## src/rtl/dbg_cmd_decoder_pkg.sv

```systemverilog
// Shared opcode/MCU-op encodings, reply constants and frame-shape helpers
// for the debugger command decoder.
package dbg_pkg;

    typedef enum logic [7:0] {
        OP_PING   = 8'h00,
        OP_PAUSE  = 8'h01,
        OP_RESUME = 8'h02,
        OP_STATUS = 8'h03,
        OP_MEM_RD = 8'h04,
        OP_MEM_WR = 8'h05,
        OP_REG_RD = 8'h06,
        OP_REG_WR = 8'h07
    } opcode_t;

    typedef enum logic [2:0] {
        MCU_NOP    = 3'd0,
        MCU_PAUSE  = 3'd1,
        MCU_RESUME = 3'd2,
        MCU_STATUS = 3'd3,
        MCU_MEM_RD = 3'd4,
        MCU_MEM_WR = 3'd5,
        MCU_REG_RD = 3'd6,
        MCU_REG_WR = 3'd7
    } mcu_op_t;

    localparam logic [31:0] ERR_OPCODE = 32'hFFFF_FFFF;
    localparam logic [31:0] ERR_ACK    = 32'hFFFF_FFFE;
    localparam logic [31:0] PING_REPLY = 32'h0000_0001;

    function automatic logic [1:0] arg_count(input logic [7:0] op);
        case (op)
            OP_MEM_RD, OP_REG_RD: return 2'd1;
            OP_MEM_WR, OP_REG_WR: return 2'd2;
            default:              return 2'd0;
        endcase
    endfunction

    // Opcodes that turn into a transaction on the MCU debug port
    function automatic logic is_mcu_op(input logic [7:0] op);
        return (op != OP_PING) && (op <= OP_REG_WR);
    endfunction

    function automatic logic returns_rdata(input logic [7:0] op);
        return (op == OP_STATUS) || (op == OP_MEM_RD) || (op == OP_REG_RD);
    endfunction

endpackage

```

## src/rtl/dbg_cmd_decoder_if.sv

```systemverilog
// UART word and MCU debug-port signals of the command decoder; master is the
// decoder side, slave is the surrounding UART/MCU side.
interface dbg_cmd_decoder_if;
    import dbg_pkg::*;

    logic        rx_ready;
    logic [31:0] rx_word;
    logic        tx_start;
    logic [31:0] tx_word;
    logic        tx_busy;
    logic        mcu_req;
    mcu_op_t     mcu_op;
    logic [31:0] mcu_addr;
    logic [31:0] mcu_wdata;
    logic        mcu_ack;
    logic [31:0] mcu_rdata;
    logic        busy;

    modport master (
        input  rx_ready, rx_word, tx_busy, mcu_ack, mcu_rdata,
        output tx_start, tx_word, mcu_req, mcu_op, mcu_addr, mcu_wdata, busy
    );

    modport slave (
        output rx_ready, rx_word, tx_busy, mcu_ack, mcu_rdata,
        input  tx_start, tx_word, mcu_req, mcu_op, mcu_addr, mcu_wdata, busy
    );

endinterface

```

## src/rtl/dbg_cmd_decoder.sv

```systemverilog
// Assembles UART words into debugger command frames, issues one MCU debug
// transaction per frame and returns exactly one reply word.
module dbg_cmd_decoder
    import dbg_pkg::*;
#(
    parameter int CLK_RATE         = 50,
    parameter int IW_TIMEOUT       = 200,
    parameter int ACK_TIMEOUT_CLKS = 1024
) (
    input logic              clk,
    input logic              rst,
    dbg_cmd_decoder_if.master bus
);

    localparam int TIMEOUT_CLKS = CLK_RATE * IW_TIMEOUT * 1000;
    localparam int IW_W         = $clog2(TIMEOUT_CLKS + 1);
    localparam int ACK_W        = $clog2(ACK_TIMEOUT_CLKS + 1);

    typedef enum logic [2:0] {
        S_IDLE,
        S_GET_ADDR,
        S_GET_DATA,
        S_ISSUE,
        S_WAIT_ACK,
        S_REPLY
    } state_t;

    state_t      state, state_n;
    logic [7:0]  op_q;
    logic [31:0] reply_q;
    logic [IW_W-1:0]  iw_cnt;
    logic [ACK_W-1:0] ack_cnt;
    logic        iw_expired, ack_expired;

    // Both limits fire on the last counted cycle so the counters never wrap
    assign iw_expired  = (iw_cnt  == IW_W'(TIMEOUT_CLKS - 1));
    assign ack_expired = (ack_cnt == ACK_W'(ACK_TIMEOUT_CLKS - 1));
    assign bus.busy    = (state != S_IDLE);

    always_ff @(posedge clk or posedge rst) begin
        if (rst) state <= S_IDLE;
        else     state <= state_n;
    end

    always_comb begin
        state_n = state;
        case (state)
            S_IDLE: begin
                if (bus.rx_ready) begin
                    if (!is_mcu_op(bus.rx_word[7:0]))
                        state_n = S_REPLY;
                    else if (arg_count(bus.rx_word[7:0]) == 2'd0)
                        state_n = S_ISSUE;
                    else
                        state_n = S_GET_ADDR;
                end
            end
            S_GET_ADDR: begin
                if (bus.rx_ready)
                    state_n = (arg_count(op_q) == 2'd2) ? S_GET_DATA : S_ISSUE;
                else if (iw_expired)
                    state_n = S_IDLE;
            end
            S_GET_DATA: begin
                if (bus.rx_ready)  state_n = S_ISSUE;
                else if (iw_expired) state_n = S_IDLE;
            end
            S_ISSUE:    state_n = S_WAIT_ACK;
            S_WAIT_ACK: if (bus.mcu_ack || ack_expired) state_n = S_REPLY;
            S_REPLY:    if (!bus.tx_busy) state_n = S_IDLE;
            default:    state_n = S_IDLE;
        endcase
    end

    always_ff @(posedge clk or posedge rst) begin
        if (rst) begin
            op_q          <= 8'h00;
            reply_q       <= 32'h0;
            iw_cnt        <= '0;
            ack_cnt       <= '0;
            bus.tx_start  <= 1'b0;
            bus.tx_word   <= 32'h0;
            bus.mcu_req   <= 1'b0;
            bus.mcu_op    <= MCU_NOP;
            bus.mcu_addr  <= 32'h0;
            bus.mcu_wdata <= 32'h0;
        end else begin
            bus.tx_start <= 1'b0;
            case (state)
                S_IDLE: begin
                    if (bus.rx_ready) begin
                        op_q    <= bus.rx_word[7:0];
                        reply_q <= (bus.rx_word[7:0] == OP_PING) ? PING_REPLY : ERR_OPCODE;
                    end
                end
                S_GET_ADDR: begin
                    if (bus.rx_ready) bus.mcu_addr <= bus.rx_word;
                    iw_cnt <= (bus.rx_ready || iw_expired) ? '0 : iw_cnt + 1'b1;
                end
                S_GET_DATA: begin
                    if (bus.rx_ready) bus.mcu_wdata <= bus.rx_word;
                    iw_cnt <= (bus.rx_ready || iw_expired) ? '0 : iw_cnt + 1'b1;
                end
                S_ISSUE: begin
                    bus.mcu_req <= 1'b1;
                    bus.mcu_op  <= mcu_op_t'(op_q[2:0]);
                end
                S_WAIT_ACK: begin
                    // An ack landing on the limit cycle still counts as a response
                    if (bus.mcu_ack) begin
                        bus.mcu_req <= 1'b0;
                        reply_q     <= returns_rdata(op_q) ? bus.mcu_rdata : 32'h0;
                        ack_cnt     <= '0;
                    end else if (ack_expired) begin
                        bus.mcu_req <= 1'b0;
                        reply_q     <= ERR_ACK;
                        ack_cnt     <= '0;
                    end else begin
                        ack_cnt <= ack_cnt + 1'b1;
                    end
                end
                S_REPLY: begin
                    if (!bus.tx_busy) begin
                        bus.tx_start <= 1'b1;
                        bus.tx_word  <= reply_q;
                    end
                end
                default: ;
            endcase
        end
    end

endmodule

```

## src/flat_wrapper.sv

```systemverilog
// flat-port wrapper written by rule: the top's interface ports become plain ports
module dbg_cmd_decoder_flat import dbg_pkg::*;
#(
    parameter int CLK_RATE         = 50,
    parameter int IW_TIMEOUT       = 200,
    parameter int ACK_TIMEOUT_CLKS = 1024
)
  (clk, rst, bus_rx_ready, bus_rx_word, bus_tx_busy, bus_mcu_ack, bus_mcu_rdata, bus_tx_start, bus_tx_word, bus_mcu_req, bus_mcu_op, bus_mcu_addr, bus_mcu_wdata, bus_busy);
  dbg_cmd_decoder_if bus_i ();
  input logic clk;
  input logic rst;
  input wire logic [$bits(bus_i.rx_ready)-1:0] bus_rx_ready;
  input wire logic [$bits(bus_i.rx_word)-1:0] bus_rx_word;
  input wire logic [$bits(bus_i.tx_busy)-1:0] bus_tx_busy;
  input wire logic [$bits(bus_i.mcu_ack)-1:0] bus_mcu_ack;
  input wire logic [$bits(bus_i.mcu_rdata)-1:0] bus_mcu_rdata;
  output wire logic [$bits(bus_i.tx_start)-1:0] bus_tx_start;
  output wire logic [$bits(bus_i.tx_word)-1:0] bus_tx_word;
  output wire logic [$bits(bus_i.mcu_req)-1:0] bus_mcu_req;
  output wire logic [$bits(bus_i.mcu_op)-1:0] bus_mcu_op;
  output wire logic [$bits(bus_i.mcu_addr)-1:0] bus_mcu_addr;
  output wire logic [$bits(bus_i.mcu_wdata)-1:0] bus_mcu_wdata;
  output wire logic [$bits(bus_i.busy)-1:0] bus_busy;
  assign bus_i.rx_ready = bus_rx_ready;
  assign bus_i.rx_word = bus_rx_word;
  assign bus_i.tx_busy = bus_tx_busy;
  assign bus_i.mcu_ack = bus_mcu_ack;
  assign bus_i.mcu_rdata = bus_mcu_rdata;
  assign bus_tx_start = bus_i.tx_start;
  assign bus_tx_word = bus_i.tx_word;
  assign bus_mcu_req = bus_i.mcu_req;
  assign bus_mcu_op = bus_i.mcu_op;
  assign bus_mcu_addr = bus_i.mcu_addr;
  assign bus_mcu_wdata = bus_i.mcu_wdata;
  assign bus_busy = bus_i.busy;
  dbg_cmd_decoder #(.CLK_RATE(CLK_RATE), .IW_TIMEOUT(IW_TIMEOUT), .ACK_TIMEOUT_CLKS(ACK_TIMEOUT_CLKS)) u_core (.clk(clk), .rst(rst), .bus(bus_i));
endmodule
```

## config.mk

```make
export PLATFORM = sky130hd
export DESIGN_NAME = dbg_cmd_decoder_flat
export DESIGN_NICKNAME = d
export VERILOG_FILES = /design/src/rtl/dbg_cmd_decoder_pkg.sv /design/src/rtl/dbg_cmd_decoder_if.sv /design/src/rtl/dbg_cmd_decoder.sv /design/src/flat_wrapper.sv
export SDC_FILE = /design/constraint.sdc
export NUM_CORES = 1
export LEC_CHECK = 0
export CORE_ASPECT_RATIO = 0.5
export CORE_MARGIN = 1
export CORE_UTILIZATION = 30
export CTS_CLUSTER_SIZE = 8
export DETAILED_ROUTE_END_ITERATION = 16
export MAX_ROUTING_LAYER = met4
export PLACE_DENSITY = 0.54
export SLEW_MARGIN = 40
export SYNTH_ARGS = -nofsm -noshare
export SYNTH_HDL_FRONTEND = slang
export SYNTH_SLANG_ARGS = --single-unit
```

## constraint.sdc

```tcl
create_clock -name clk -period 6.6 [get_ports clk]
set_input_delay 1.32 -clock clk [delete_from_list [all_inputs] [get_ports clk]]
set_output_delay 1.32 -clock clk [all_outputs]
set_load 0.02 [all_outputs]
```

== Yosys cells after proc, flatten, opt, wreduce, memory -nomap -nowiden ==
Index checks and enable logic that the tools add are counted.
Word-level totals
  register bits after elaboration: 179
  input port bits: 69
  output and inout port bits: 102
  word-level logic and storage cells: 91
Operators by class
  $lt $le $gt $ge: 1
  reductions and logical operators: 24
  multiplexer cells: 31
  equal/unequal tests: 21
  bitwise operators: 1
  add/sub/neg operators: 2
Operators by type and width (number)
  $mux W32: 5
  $eq A8 B3 Y1 const B: 8
  $pmux W32 S2: 1
  $add A24 B1 Y24 const B: 1
  $eq A24 B24 Y1 const B: 1
  $mux W24: 1
  $mux W11: 2
  $mux W3: 7
  $pmux W3 S6: 1
  $mux W2: 6
  $add A11 B1 Y11 const B: 1
  $eq A11 B10 Y1 const B: 1
  $reduce_and A2 Y1: 5
  $reduce_or A2 Y1: 5
  $eq A8 B2 Y1 const B: 1
  $le A8 B3 Y1 const B: 1
  $logic_not A8 Y1: 1
  $pmux W2 S2: 2
  $reduce_bool A8 Y1: 1
  $eq A3 B2 Y1 const B: 2
  $eq A3 B3 Y1 const B: 2
  $reduce_and A3 Y1: 2
  $mux W1: 5
  $logic_or A1 B1 Y1: 4
  other kinds (12): 14

== Logic depth before layout (Yosys ltp) ==
  word-level depth: 11
  mapped depth: 8

== Least setup slack after synthesis ==
Ideal clock, no wire load.
  kind: input-to-reg
  start point: in bus_rx_ready
  end point: reg u_core.bus.mcu_addr[20]
  arrival time: 2.389 ns
  data required time: 6.475 ns
  stages: 6
  path buffers: 2
  setup time: 0.125 ns
  slack: 4.086 ns
  cell sequence: nand2b_1 > nor2_1 > and2_1 > clkbuf_1 > buf_2 > mux2_2
Between the ends
  longest elaborated chain between the ends: 1
Ends and longest elaborated chain
  start, declared: line flat_wrapper.sv:12  | input wire logic [$bits(bus_i.rx_ready)-1:0] bus_rx_ready;
  $reduce_and A2 Y1 (no line)
  end signal, assigned: line dbg_cmd_decoder.sv:97  | if (bus.rx_ready) bus.mcu_addr <= bus.rx_word;
  end, declared: line dbg_cmd_decoder_if.sv:21  | output tx_start, tx_word, mcu_req, mcu_op, mcu_addr, mcu_wdata, busy
Every way passes these cells.
A chain may end at the register's enable or synchronous reset.

== Worst setup path after layout ==
  start point: in bus_rx_ready
  end point: reg u_core.reply_q[25]
Between the ends
  longest elaborated chain between the ends: 2
Ends and longest elaborated chain
  $ne A2 B2 Y1 (no line)
  $reduce_and A3 Y1 (no line)
  end signal, assigned: line dbg_cmd_decoder.sv:93  | reply_q <= (bus.rx_word[7:0] == OP_PING) ? PING_REPLY : ERR_OPCODE;
  end signal, assigned: line dbg_cmd_decoder.sv:112  | reply_q <= returns_rdata(op_q) ? bus.mcu_rdata : 32'h0;
  end, declared: line dbg_cmd_decoder.sv:30  | logic [31:0] reply_q;
Every way passes these cells.

==> impl_metrics.yaml <==
timing:
  max_freq_mhz: 294
  fin_worst_skew_ns: 0.0105
  post-route-min-period_ns: 3.40
  finalSetupTns_ns: 0
  rsz0062_at_grt: "no"
  max_slew_margin_pct: 53.2
  drv_slew: 0
  worst_pin_slew_ns: 0.698
  hold_violations: 0
  setup_viol: 0
  post-route-period-util_pct: 51.6
synth:
  synth_edf_count: 0
  netlist_area_um2: 7570
  ys_warn_count: 0
  synth_top_flop_cell: "dfrtp_1"
  synthTopCellsByArea: "dfrtp_1 59%, mux2_2 16%, a2bb2oi_1 3.5%, nand2_1 3.1%, nor2_1 1.5%"
  synthArstFlopShare_pct: 100
  synth_area_leader_cell: "dfrtp_1"
  syn_nets: 677
  yosysMostFrequentCell: "dfrtp_1"
  synth_seq_cells: 179
  synth_cells: 606
  yosysSeqAreaShare_pct: 59.1
  syn_avg_cell_area_um2: 12.5
  post_synth_num_cell_types: 50
  synthTopCellsByCount: "179 x dfrtp_1, 110 x mux2_2, 63 x nand2_1, 31 x nor2_1, 30 x a2bb2oi_1"
  synth_top_area_share_pct: 59.1
route:
  via_per_inst: 4.73
  drt-pass1-iter-count: 6
  vias: 5292
  postRouteWirelength_um: 18700
  ant_nets: 0
  routedWlPerCell_um: 16.7
  drc: 0
  drt_iter0_markers: 231
layout:
  drive_gt1_share_pct: 20.9
  stdcell_count: 1120
  area_growth_pct: 35.2
  fin_nets: 841
  fill_cells: 2355
  design_area_um2: 10200
floorplan:
  fp.dieW_um: 227
  die_area_um2: 25900
  die_height_um: 114
  ios: 171
  rows: 40
  initial_utilization_pct: 31.1
  core_area_um2: 24400
power_and_ir_drop:
  power_frac_comb_pct: 41.8
  sequentialPowerShare_pct: 37.3
  max-vdd-ir-drop_mv: 0.216
  p_int_mw: 3.21
  switching_share_pct: 35.3
  pwr-share-clk_pct: 20.9
  power_density_nw_per_um2: 485
  cellLeakagePower_nw: 4.11
  total_power_mw: 4.96
  p_switching_mw: 1.75
global_routing:
  antenna_found_initial: 1
  grt_remaining_overflow: 0
  grt_pass1_vias: 5584
  grt_use_total_pct: 15.8
  grt_start_max_net_pins: 95
  grt_pass1_wl_um: 30300
place:
  place.gp.congestion: 0.851
  io_buffers: 170
  post_dp_cell_area_um2: 9640
  dp_cells: 1087
  hpwl_um: 12700
clock_tree:
  cts_buffers: 17
  insertion_delay_ns: 0.44
  clock_path_buffers: 2
  root_buffer: "clkbuf_16"
  clk_pin_slew_ns: 0.07
  cts_hold_buf: 0
  cts_resized: 0
  cts.sinks: 179
  cts_tree: "yes"
  htreeDepth: 4
  cts_setup_buffers: 0
critical_path:
  worst_setup_path_start_kind: "input port"
  arrival_ns: 3.71
  critPathKind: "input port to flop"
  crit_required_ns: 6.91
  cp-end-kind: "flop"
  cp_max_fo: 30
flow_run:
  drv_cap: 0
status:
  status: "completed"
min_path:
  hold_path_class: "flop to flop"
[worst max-delay path, cell delays in order]
cell             delay (ns)
clkdlybuf4s50_1        0.82
nand2b_1               0.25
nor3_2                 0.58
inv_1                  0.11
o21ai_2                0.13
buf_4                  0.34
a2bb2oi_1              0.13
[sequential cells by signal, summed over array words and instances, names as in the netlist]
signal / count
u_core.bus.mcu_addr: 32
u_core.bus.mcu_wdata: 32
u_core.bus.tx_word: 32
u_core.reply_q: 32
u_core.iw_cnt: 24
u_core.ack_cnt: 11
u_core.op_q: 8
u_core.bus.mcu_op: 3
u_core.state: 3
u_core.bus.mcu_req: 1
u_core.bus.tx_start: 1
[kinds of logic (layout without fill, tap and decap cells)]
group	after synthesis	in the layout	share of synthesized area, %
fa+ha+maj	2	2	0.330
buf+inv	43	220	2.54
compound gates	91	91	8.76
simple gates	168	168	11.3
other cells	0	1	0
xor+xnor	12	12	1.39
mux	111	111	16.5
flops	179	179	59.1
[routing by layer]
metal / track usage (%) / wire, um / vias to the layer above
met4: 6.26 / 277 / 0
met1: 19.5 / 8390 / 2712
met2: 25.4 / 9520 / 62
met3: 3.44 / 471 / 18
met5: - / 0 / -
li1: - / - / 2500
[final timing paths]
kind / start / endpoint / slack (ns) / cells past startpoint
worst max-delay path: bus_rx_ready / u_core.reply_q[25]$_DFFE_PP0P_ / 3.20 / 7
worst min-delay path: u_core.ack_cnt[10]$_DFFE_PP0P_ / u_core.ack_cnt[10]$_DFFE_PP0P_ / 0.48 / 1
worst max register to register: u_core.ack_cnt[0]$_DFFE_PP0P_ / u_core.reply_q[28]$_DFFE_PP0P_ / 4.05 / 6
worst min register to register: u_core.ack_cnt[10]$_DFFE_PP0P_ / u_core.ack_cnt[10]$_DFFE_PP0P_ / 0.48 / 1
max in group asynchronous: rst / u_core.state[0]$_DFFE_PP0P_ / 4.36 / 3
min in group asynchronous: rst / u_core.bus.mcu_addr[18]$_DFFE_PP0P_ / 1.33 / 2
[layout make-up]
class	count	area, um^2	share of cell area [%]
antenna	1	2.50	0.0244
clock buffer	17	425	4.15
clock inverter	15	166	1.63
inverter	11	48.8	0.477
multi-input combinational	384	2930	28.6
sequential	179	4480	43.7
tap	336	420	4.11
timing repair buffer	177	1770	17.3
[power groups by stage]
stage,logic [mW],clock network [mW],registers [mW]
finish,2.07,1.04,1.85
global route,2.21,1.11,1.92
CTS,2.10,1.07,1.86
detailed placement,2.10,0,1.87
global placement,2.07,0,1.86
floorplan,0.860,0,2.18
[cell usage in the layout, fill, tap and decap left out, types with 5 or more instances in the layout]
| master | count |
|---|---|
| inv_6 | 5 |
| inv_1 | 10 |
| mux2_2 | 110 |
| xnor2_1 | 10 |
| a2bb2oi_1 | 30 |
| nor3_1 | 12 |
| nand3_1 | 14 |
| a22o_1 | 7 |
| o21ai_0 | 19 |
| dfrtp_1 | 179 |
| nand2_1 | 63 |
| or3_1 | 5 |
| clkdlybuf4s50_1 | 170 |
| a21oi_1 | 10 |
| nor2_1 | 31 |
| nand4_1 | 6 |
| clkbuf_16 | 17 |
| buf_4 | 6 |
[through the flow]
step           util [%]  hold slack, ns  setup slack (ns)
2_1_floorplan         -           0.448             0.421
3_5_place_dp       39.6           0.467              2.80
5_1_grt            42.0           0.507              3.09
4_1_cts            42.0           0.483              3.23
6_report           42.0           0.483              3.20
3_3_place_gp       39.5           0.465              2.87
Power figures use the tool's default switching activity.
==> variant (same settings) <==
One comparison of `iw_cnt` changes from == to >=.
--- a/src/rtl/dbg_cmd_decoder.sv
+++ b/src/rtl/dbg_cmd_decoder.sv
@@ -35,3 +35,3 @@
     // Both limits fire on the last counted cycle so the counters never wrap
-    assign iw_expired  = (iw_cnt  == IW_W'(TIMEOUT_CLKS - 1));
+    assign iw_expired  = (iw_cnt  >= IW_W'(TIMEOUT_CLKS - 1));
     assign ack_expired = (ack_cnt == ACK_W'(ACK_TIMEOUT_CLKS - 1));
Formal check against the unedited RTL: same outputs for any inputs over 4 cycles, from zero or initial values and one cycle with rst high; that may be too few to reach the edited logic, so the function may still have changed.
==> variant against the original RTL <==
Register-to-register slack gained 90 ps. Wire length grew 1.1%. Critical path type is now reg2out. Synthesized area shrank 0.41%. Sequential cell count is the same. First-iteration DRC count grew 1.7%. Final area shrank 0.12%. Worst setup slack gained 58 ps. Power grew 1.1%. Largest power group unchanged.
==> variant: results (changes against the original RTL) <==
| Metric | Value |
|---|---|
| HP Start | u_core.reply_q[30]$_DFFE_PP0P_ (was u_core.ack_cnt[10]$_DFFE_PP0P_) |
| Reg2Reg Setup Slack | 4140 ps (was 4050 ps) |
| Ant diodes | 0 (was 1) |
| Total track usage | 0.162 (was 0.158) |
| Synth top area cells | dfrtp_1 59%, mux2_2 16%, nand2_1 2.6% (was dfrtp_1 59%, mux2_2 16%, a2bb2oi_1 3.5%) |
| Hold Path Depth | 2 (was 1) |
| DRT iter0 DRCs | 235 (was 231) |
| Syn nets | 689 (was 677) |
| Worst Setup SP | u_core.state[2]$_DFFE_PP0P_ (was bus_rx_ready) |
| Pin count of the biggest net entering global routing | 80 (was 95) |
| GPL Wtd Cong | 0.763 (was 0.851) |
| Reg-to-Reg End | u_core.bus.tx_word[4]$_DFFE_PP0P_ (was u_core.reply_q[28]$_DFFE_PP0P_) |
| Vias in the first global route | 5536 (was 5584) |
| Worst Hold End | u_core.reply_q[30]$_DFFE_PP0P_ (was u_core.ack_cnt[10]$_DFFE_PP0P_) |
| Worst setup path end | bus_busy (was u_core.reply_q[25]$_DFFE_PP0P_) |
| Count of input and output buffers | 170 (unchanged) |
| Synth cell count leaders | 179 x dfrtp_1, 108 x mux2_2, 53 x nand2_1, 39 x nor2_1, 36 x a21oi_1 (was 179 x dfrtp_1, 110 x mux2_2, 63 x nand2_1, 31 x nor2_1, 30 x a2bb2oi_1) |
| Worst Skew | 7.19 ps (was 10.5 ps) |
| Pre-antenna DRT Iters | 4 (was 6) |
| Rel. slew slack | 0.522 (was 0.532) |
| Cell count after synthesis | 618 (was 606) |
| Dpl cells | 1098 (was 1087) |
| Htree depth | 4 (unchanged) |
| Layout Nets | 852 (was 841) |
| Critical Path Fanout Max | 18 (was 30) |
| # fillers | 2358 (was 2355) |
| First-pass GRT wire length | 30800 um (was 30300 um) |
| Synth unique cells | 54 (was 50) |
| Slowest-stage cell, CP | dfrtp_1 (was clkdlybuf4s50_1) |
| DP HPWL | 12800 um (was 12700 um) |
| Sequential cell area fraction in the yosys report | 0.594 (was 0.591) |
| R2r worst-path depth | 4 (was 6) |
| WL/cell | 16.7 um (about the same) |
| Outcome | finished, final reports clean (unchanged) |
| Initial antenna violation count | 0 (was 1) |
## variant: through the flow
stage                     setup slack [ps]  area (um^2)  hold WS, ps
after floorplan                        421         7540          444
after global placement                2710         9590          461
after detailed placement              3090         9590          470
after CTS                             3220        10200          485
after global routing                  3150        10200          499
final                                 3250        10200          481
## variant: cells by family (layout without fill, tap and decap cells)
family                     Yosys count  after routing  synth area share
DFF                                179            179             0.594
and+or+nand+nor                    159            159             0.109
AOI/OAI and AO/OA                  108            108            0.0826
muxes                              108            108             0.161
buffers and inverters               39            214            0.0226
xor gates and xnor gates            23             23            0.0277
adders and majority gates            2              2           0.00332
## variant: cell type report
class	instances	area share
Clock buffer	18	0.0420
Timing Repair Buffer	178	0.172
Multi-Input combinational cell	400	0.286
Inverter	5	0.00232
Clock inverter	13	0.0181
Tap cell	336	0.0411
Sequential cell	179	0.438
## variant: layer usage
| layer | up-vias | GRT usage | part of all wire |
|---|---|---|---|
| met1 | 2672 | 0.197 | 0.44 |
| met2 | 74 | 0.266 | 0.52 |
| met5 | - | - | 0 |
| met3 | 10 | 0.0485 | 0.036 |
| li1 | 2524 | - | - |
| met4 | 0 | 0.0374 | 0.0066 |
## variant: worst max-delay path: cells and delay by family (launching register included)
family,cells,cell delay [ps]
buffers and inverters,1,570
flip-flops,1,610
AND/OR/NAND/NOR,1,400
## variant: power breakdown
group          internal, mW  switching (mW)  leakage (nW)  total [mW]
Sequential             1.57           0.296          2.20        1.87
Combinational          1.05            1.04          1.81        2.09
Clock                 0.631           0.436         0.284        1.07
